==> config.mk <==
export PLATFORM = sky130hd
export DESIGN_NAME = motor_drive_sequencer
export DESIGN_NICKNAME = d
export VERILOG_FILES = /design/src/rtl/motor_drive_sequencer_pkg.sv /design/src/rtl/motor_drive_sequencer_channel.sv /design/src/rtl/motor_drive_sequencer.sv
export SDC_FILE = /design/constraint.sdc
export NUM_CORES = 1
export LEC_CHECK = 0
export BUFFER_PORTS_ARGS = -buffer_cell sky130_fd_sc_hd__buf_4
export CORE_MARGIN = 3
export CORE_UTILIZATION = 50
export CTS_CLUSTER_SIZE = 8
export DETAILED_ROUTE_END_ITERATION = 8
export GPL_TIMING_DRIVEN = 0
export PLACE_DENSITY = 0.73
export SETUP_SLACK_MARGIN = 0.3
export SLEW_MARGIN = 40
export SYNTH_ARGS = -nofsm -noshare
export SYNTH_HDL_FRONTEND = slang
export SYNTH_HIERARCHICAL = 1
export SYNTH_SLANG_ARGS = --single-unit
==> constraint.sdc <==
create_clock -name Clk_In -period 2.7 [get_ports Clk_In]
set_clock_uncertainty 0.1 [all_clocks]
set_input_delay 0.81 -clock Clk_In [delete_from_list [all_inputs] [get_ports Clk_In]]
set_output_delay 0.81 -clock Clk_In [all_outputs]
set_load 0.03 [all_outputs]
==> src/rtl/motor_drive_sequencer_pkg.sv <==
// Shared encodings for the motor drive sequencer: channel FSM states and
// the bit layout of the decoded command word.
package motor_drive_sequencer_pkg;

  typedef enum logic [1:0] {
    CH_STOP = 2'd0,
    CH_RUN  = 2'd1,
    CH_DEAD = 2'd2
  } ch_state_e;

  localparam int L_EN  = 3;
  localparam int L_DIR = 2;
  localparam int R_EN  = 1;
  localparam int R_DIR = 0;

endpackage

==> src/rtl/motor_drive_sequencer_channel.sv <==
// One motor side: STOP/RUN/DEAD sequencing with a latched target so a
// reversal always passes through an enable-low dead time.
module motor_channel_ctrl
  import motor_drive_sequencer_pkg::*;
#(
  parameter int DEADTIME_CYCLES = 4
) (
  input  logic clk,
  input  logic rst,
  input  logic cmd_valid,
  input  logic en_req,
  input  logic dir_req,
  input  logic force_stop,
  output logic en,
  output logic dir
);

  localparam int DCW = $clog2(DEADTIME_CYCLES + 1);
  localparam logic [DCW-1:0] DEAD_LAST = DCW'(DEADTIME_CYCLES - 1);

  ch_state_e      state_q, state_d;
  logic           en_q, en_d;
  logic           dir_q, dir_d;
  logic           tgt_en_q, tgt_en_d;
  logic           tgt_dir_q, tgt_dir_d;
  logic [DCW-1:0] dcnt_q, dcnt_d;

  always_ff @(posedge clk) begin
    if (rst) begin
      state_q   <= CH_STOP;
      en_q      <= 1'b0;
      dir_q     <= 1'b0;
      tgt_en_q  <= 1'b0;
      tgt_dir_q <= 1'b0;
      dcnt_q    <= '0;
    end else begin
      state_q   <= state_d;
      en_q      <= en_d;
      dir_q     <= dir_d;
      tgt_en_q  <= tgt_en_d;
      tgt_dir_q <= tgt_dir_d;
      dcnt_q    <= dcnt_d;
    end
  end

  always_comb begin
    state_d   = state_q;
    en_d      = en_q;
    dir_d     = dir_q;
    tgt_en_d  = tgt_en_q;
    tgt_dir_d = tgt_dir_q;
    dcnt_d    = dcnt_q;
    if (cmd_valid) begin
      tgt_en_d  = en_req;
      tgt_dir_d = dir_req;
    end
    if (force_stop) begin
      state_d  = CH_STOP;
      en_d     = 1'b0;
      tgt_en_d = 1'b0;
    end else begin
      unique case (state_q)
        CH_STOP: begin
          if (cmd_valid && en_req) begin
            state_d = CH_RUN;
            en_d    = 1'b1;
            dir_d   = dir_req;
          end
        end
        CH_RUN: begin
          if (cmd_valid) begin
            if (!en_req) begin
              state_d = CH_STOP;
              en_d    = 1'b0;
            end else if (dir_req != dir_q) begin
              state_d = CH_DEAD;
              en_d    = 1'b0;
              dcnt_d  = '0;
            end
          end
        end
        CH_DEAD: begin
          // Old dir stays on the pin; the new one is applied with enable.
          if (cmd_valid && !en_req) begin
            state_d = CH_STOP;
          end else if (dcnt_q == DEAD_LAST) begin
            if (tgt_en_d) begin
              state_d = CH_RUN;
              en_d    = 1'b1;
              dir_d   = tgt_dir_d;
            end else begin
              state_d = CH_STOP;
            end
          end else begin
            dcnt_d = dcnt_q + 1'b1;
          end
        end
        default: begin
          state_d = CH_STOP;
          en_d    = 1'b0;
        end
      endcase
    end
  end

  assign en  = en_q;
  assign dir = dir_q;

endmodule

==> src/rtl/motor_drive_sequencer.sv <==
// Command strobe to motor pin sequencer: link watchdog, accepted-command
// counter and one channel controller per motor side.
module motor_drive_sequencer
  import motor_drive_sequencer_pkg::*;
#(
  parameter int DEADTIME_CYCLES = 4,
  parameter int WATCHDOG_CYCLES = 1024,
  parameter int CNT_W           = 8
) (
  input  logic             Clk_In,
  input  logic             Reset_In,
  input  logic             Cmd_Valid,
  input  logic [3:0]       Cmd_In,
  output logic             Len,
  output logic             Ldir,
  output logic             Ren,
  output logic             Rdir,
  output logic             Timeout,
  output logic [CNT_W-1:0] Cmd_Count
);

  localparam int WDW = $clog2(WATCHDOG_CYCLES);
  localparam logic [WDW-1:0] WD_LAST = WDW'(WATCHDOG_CYCLES - 1);
  localparam logic [WDW-1:0] WD_PRE  = WDW'(WATCHDOG_CYCLES - 2);

  logic [WDW-1:0]   wd_q, wd_d;
  logic             timeout_q, timeout_d;
  logic [CNT_W-1:0] cnt_q, cnt_d;
  logic             force_stop;

  // Asserted on the edge the counter reaches its last value and while saturated.
  assign force_stop = !Cmd_Valid && (wd_q >= WD_PRE);

  always_comb begin
    wd_d      = wd_q;
    timeout_d = timeout_q;
    cnt_d     = cnt_q;
    if (Cmd_Valid) begin
      wd_d      = '0;
      timeout_d = 1'b0;
      cnt_d     = cnt_q + 1'b1;
    end else begin
      if (wd_q != WD_LAST) wd_d = wd_q + 1'b1;
      if (force_stop) timeout_d = 1'b1;
    end
  end

  always_ff @(posedge Clk_In) begin
    if (Reset_In) begin
      wd_q      <= '0;
      timeout_q <= 1'b0;
      cnt_q     <= '0;
    end else begin
      wd_q      <= wd_d;
      timeout_q <= timeout_d;
      cnt_q     <= cnt_d;
    end
  end

  motor_channel_ctrl #(.DEADTIME_CYCLES(DEADTIME_CYCLES)) u_left (
    .clk        (Clk_In),
    .rst        (Reset_In),
    .cmd_valid  (Cmd_Valid),
    .en_req     (Cmd_In[L_EN]),
    .dir_req    (Cmd_In[L_DIR]),
    .force_stop (force_stop),
    .en         (Len),
    .dir        (Ldir)
  );

  motor_channel_ctrl #(.DEADTIME_CYCLES(DEADTIME_CYCLES)) u_right (
    .clk        (Clk_In),
    .rst        (Reset_In),
    .cmd_valid  (Cmd_Valid),
    .en_req     (Cmd_In[R_EN]),
    .dir_req    (Cmd_In[R_DIR]),
    .force_stop (force_stop),
    .en         (Ren),
    .dir        (Rdir)
  );

  assign Timeout   = timeout_q;
  assign Cmd_Count = cnt_q;

endmodule
==> Flow_metrics.wiki <==
{| class="wikitable"
! Metric !! Value
|-
| Unrepaired setup endpoints after global routing || no
|-
| Post-layout min period || 2.257 ns
|-
| First-pass GRT wire length || 7148 um
|-
| RD Place Congestion || 0.8248
|-
| Leakage component of the power || 0.8670 nW
|-
| Critical-path top delay cell || nor4_4
|-
| Area growth syn-to-layout || 15.40%
|-
| Net count after synthesis || 245
|-
| Final setup viols || 0
|-
| Overflow left after global routing || 0
|-
| Share of post-route cells with drive strength above 1 || 22.48%
|-
| Ports placed on the boundary || 20
|-
| Sinks on the clock net || 37
|-
| Clock-pin slew of the registers on the worst-case setup and hold paths || 0.07 ns
|-
| Sort of element at the start of the critical path || primary input
|-
| DR vias/cell || 5.739
|-
| Worst hold path type || flop to flop
|-
| Cell taking the most area after synthesis || dfxtp_1
|-
| Remaining DRCs || 0
|-
| Peak ir drop on the vdd network || 435.1 uV
|-
| Buffers and inverters on the worst path || 2
|-
| Initial standard-cell utilization of the core || 53.69%
|-
| Number of DRC violations after detailed-routing iteration 0 || 105
|-
| Highest metal used || met4
|-
| Final worst path period share || 83.58%
|-
| Part of the Yosys area used for sequential elements || 36.32%
|-
| Compound-cell area share of the yosys netlist || 21.78%
|-
| Delay of the slowest cell on the worst path || 0.65 ns
|-
| Deepest clock path buffer count || 2
|-
| Port-buffer cells || 19
|-
| Nets || 271
|-
| Slew margin rel. || 49.68%
|-
| Class of the most critical setup path || primary input to flop
|-
| Final Hold Vio Count || 0
|-
| Max H-tree Level || 2
|-
| Die width || 69.87 um
|-
| Dominant cell type by count on the critical path || buf_4
|-
| Global router's overall resource usage || 17.60%
|-
| Final Core Density || 61.96%
|-
| First-pass iteration count of the detailed router || 4
|-
| Worst-path fanout max || 13
|-
| Remaining number of nets flagged by the antenna check after routing || 0
|-
| Worst Tran Pin Value || 0.7492 ns
|-
| Cell types with the largest area share after synthesis || dfxtp_1 36%, ha_1 4.3%, o21ai_0 3.7%
|-
| Largest family of logic cells by synthesized area || simple AND/OR/NAND/NOR gates
|-
| Area of the core || 0.003799 mm^2
|-
| Max-cap violations || 0
|-
| Register bit count reported by yosys || 37
|-
| Share of the synthesized netlist area taken by xor and xnor gates || 2.577%
|-
| Number of library cell types mapped by synthesis || 51
|-
| Routed wirelength normalized by instance count || 13.27 um
|-
| Upper clock frequency limit || 443.1 MHz
|-
| DIE AREA || 0.004881 mm^2
|-
| Core Rows || 22
|-
| Fraction of the mapped netlist area in simple logic gates || 25.40%
|-
| Arrival time of the worst setup path || 2.32 ns
|-
| Clock tree root driver cell || clkbuf_8
|-
| Area fraction of the dominant cell type after synthesis || 36.32%
|-
| Proportion of synthesized area in mux cells || 3.436%
|-
| Largest net degree at the start of global routing || 14
|-
| Share of synthesized cell area in full adder, half adder and majority cells || 4.294%
|-
| Post-detailed-routing wire length || 4061 um
|-
| Met2 wire length || 1787 um
|-
| Number of antenna violations at the first check in global routing || 0
|-
| Clock buffers created by TritonCTS || 5
|-
| Top cell family by delay on the critical path || simple AND/OR/NAND/NOR gates
|-
| CTS Hold Buffers Added || 0
|-
| Count of warnings emitted by yosys || 6
|-
| Finished Layout Cells || 306
|-
| DP HPWL || 2843 um
|-
| Vias in the first global route || 1582
|-
| # placed instances || 298
|-
| DR vias || 1756
|-
| Post-CTS setup buffer count || 0
|-
| Sort of element at the end of the critical path || flop
|-
| Clock insertion delay at the later pin of the skew report || 0.29 ns
|-
| Result of the run || completed
|-
| Metal-1 WL || 2092 um
|-
| Final number of max-transition violations || 0
|-
| Average instance area after synthesis || 8.829 um^2
|-
| Number of cells produced by synthesis || 231
|-
| Clock tree from TritonCTS || yes
|-
| Cell Pwr Density || 485.8 mW/mm^2
|-
| Cell breakdown of the critical path || buf_4 > buf_4 > nor4_4 > a311o_1 > or4_1 > a21oi_1
|-
| Data required time of the critical path || 2.76 ns
|-
| Count of antenna diodes in the layout || 0
|-
| Die outline height || 69.87 um
|-
| Total met3 wirelength after detailed routing || 156 um
|-
| Netlist area before placement || 0.002039 mm^2
|}
==> cell usage in the layout (no fill, tap or decap), types with 3 or more instances in the layout <==
master / Yosys / routed
ha_1: 7 / 7
nor4_1: 5 / 5
mux2i_1: 7 / 7
nand2_1: 11 / 11
inv_1: 10 / 10
nand4_1: 4 / 4
buf_2: 8 / 8
o21ai_0: 15 / 15
clkbuf_8: 0 / 7
o22a_1: 4 / 4
a31oi_1: 4 / 4
a2111oi_0: 4 / 4
nor2_1: 16 / 16
dfxtp_1: 37 / 36
a221oi_1: 4 / 4
or3_1: 3 / 3
a21oi_1: 11 / 11
nand3_1: 8 / 8
nor3_1: 5 / 5
o21a_1: 3 / 3
xor2_1: 3 / 3
xnor2_1: 3 / 3
o41ai_1: 3 / 3
nand3b_1: 6 / 6
buf_4: 1 / 20
or4_1: 5 / 5
nand2b_1: 4 / 4
==> cells in the mapped netlist (all sizes together) <==
| cell | number |
|---|---|
| a31o | 2 |
| o21ai | 15 |
| o22a | 4 |
| or4 | 5 |
| a311o | 2 |
| mux2i | 7 |
| and2 | 1 |
| a31oi | 4 |
| xor2 | 3 |
| clkbuf | 1 |
| a211oi | 3 |
| nor3b | 4 |
| ha | 7 |
| nand4 | 5 |
| and4 | 2 |
| nor2b | 4 |
| nand3b | 6 |
| xnor2 | 3 |
| o41ai | 3 |
| nor3 | 5 |
| or2 | 3 |
| nor4 | 6 |
| nand2b | 4 |
| o311a | 2 |
| a21oi | 11 |
| o211ai | 1 |
| or3 | 3 |
| a2111oi | 4 |
| nand2 | 11 |
| and3 | 2 |
| o21a | 3 |
| inv | 12 |
| nor2 | 16 |
| a21o | 2 |
| o31ai | 1 |
| nand3 | 9 |
| buf | 13 |
| a221oi | 4 |
| dfxtp | 37 |
| a311oi | 1 |
==> through the flow <==
stage               TNS (ns)  hold slack (ns)  setup WS, ns  area (um^2)  power, mW
floorplan                  0           0.3496        0.4031         2039     0.6888
global placement      -1.817           0.3534       -0.2400         2242     0.7305
detailed placement         0           0.3639       0.07049         2251     0.7329
CTS                        0           0.3739        0.3638         2352      1.161
global route               0           0.3937        0.3052         2354      1.202
finish                     0           0.3782        0.4434         2354      1.143
==> area by class of cell <==
class | count | area (um^2)
inverters | 12 | 45.04
flip-flops and latches | 37 | 742.0
clock buffers | 7 | 96.34
well taps | 48 | 60.06
clock inverters | 1 | 5.005
fillers | 350 | 1445
plain buffers | 14 | 81.33
multi-input cells | 168 | 1181
repair buffers | 19 | 142.6
==> flip-flops by register name (all words and copies together) (netlist names), 2 cells and up <==
name / cells
Cmd_Count: 8
u_left/dcnt_q: 3
u_left/state_q: 2
u_right/dcnt_q: 3
u_right/state_q: 2
wd_q: 10
==> power by group <==
part / internal, mW / switching, mW
Sequential: 0.562 / 0.0143
Combinational: 0.0619 / 0.0819
Clock: 0.231 / 0.193
Total: 0.855 / 0.289
==> metal layers <==
layer | track usage, % | up-vias
met4 | 4.468 | 0
li1 | - | 925
met1 | 24.22 | 806
met3 | 5.612 | 4
met2 | 26.65 | 21
met5 | 0 | -
==> worst paths after layout <==
| kind | cells after the start | slack (ns) | end | start |
|---|---|---|---|---|
| worst min register to register | 2 | 0.38 | u_right/dcnt_q[2]$_SDFFE_PP0P_ | u_right/dcnt_q[2]$_SDFFE_PP0P_ |
| worst min-delay path | 2 | 0.38 | u_right/dcnt_q[2]$_SDFFE_PP0P_ | u_right/dcnt_q[2]$_SDFFE_PP0P_ |
| worst max-delay path | 6 | 0.44 | u_right/dcnt_q[2]$_SDFFE_PP0P_ | Cmd_Valid |
| worst max register to register | 7 | 0.47 | u_right/dcnt_q[2]$_SDFFE_PP0P_ | wd_q[0]$_SDFFE_PP0P_ |
==> kinds of logic after synthesis <==
kind of cell               count (synthesis)
adders and majority gates                  7
AOI/OAI and AO/OA                         62
muxes                                      7
buffers and inverters                     26
xor gates and xnor gates                   6
DFF                                       37
and+or+nand+nor                           86
==> what timing repair did <==
action / 4_1_cts / 5_1_grt
setup endpoints to repair: 0 / 4
gates resized for setup: 0 / 1
endpoints found under the hold margin: 0 / 0
==> worst register-to-register path: stages, from the launching register on <==
cell and delay [ns]:
dfxtp_2 0.38, inv_1 0.07, ha_1 0.19, o211ai_1 0.26
nor4_4 0.14, a311o_1 0.37, or4_1 0.49, a21oi_1 0.14
No activity file was read; power rests on OpenSTA's default activity.
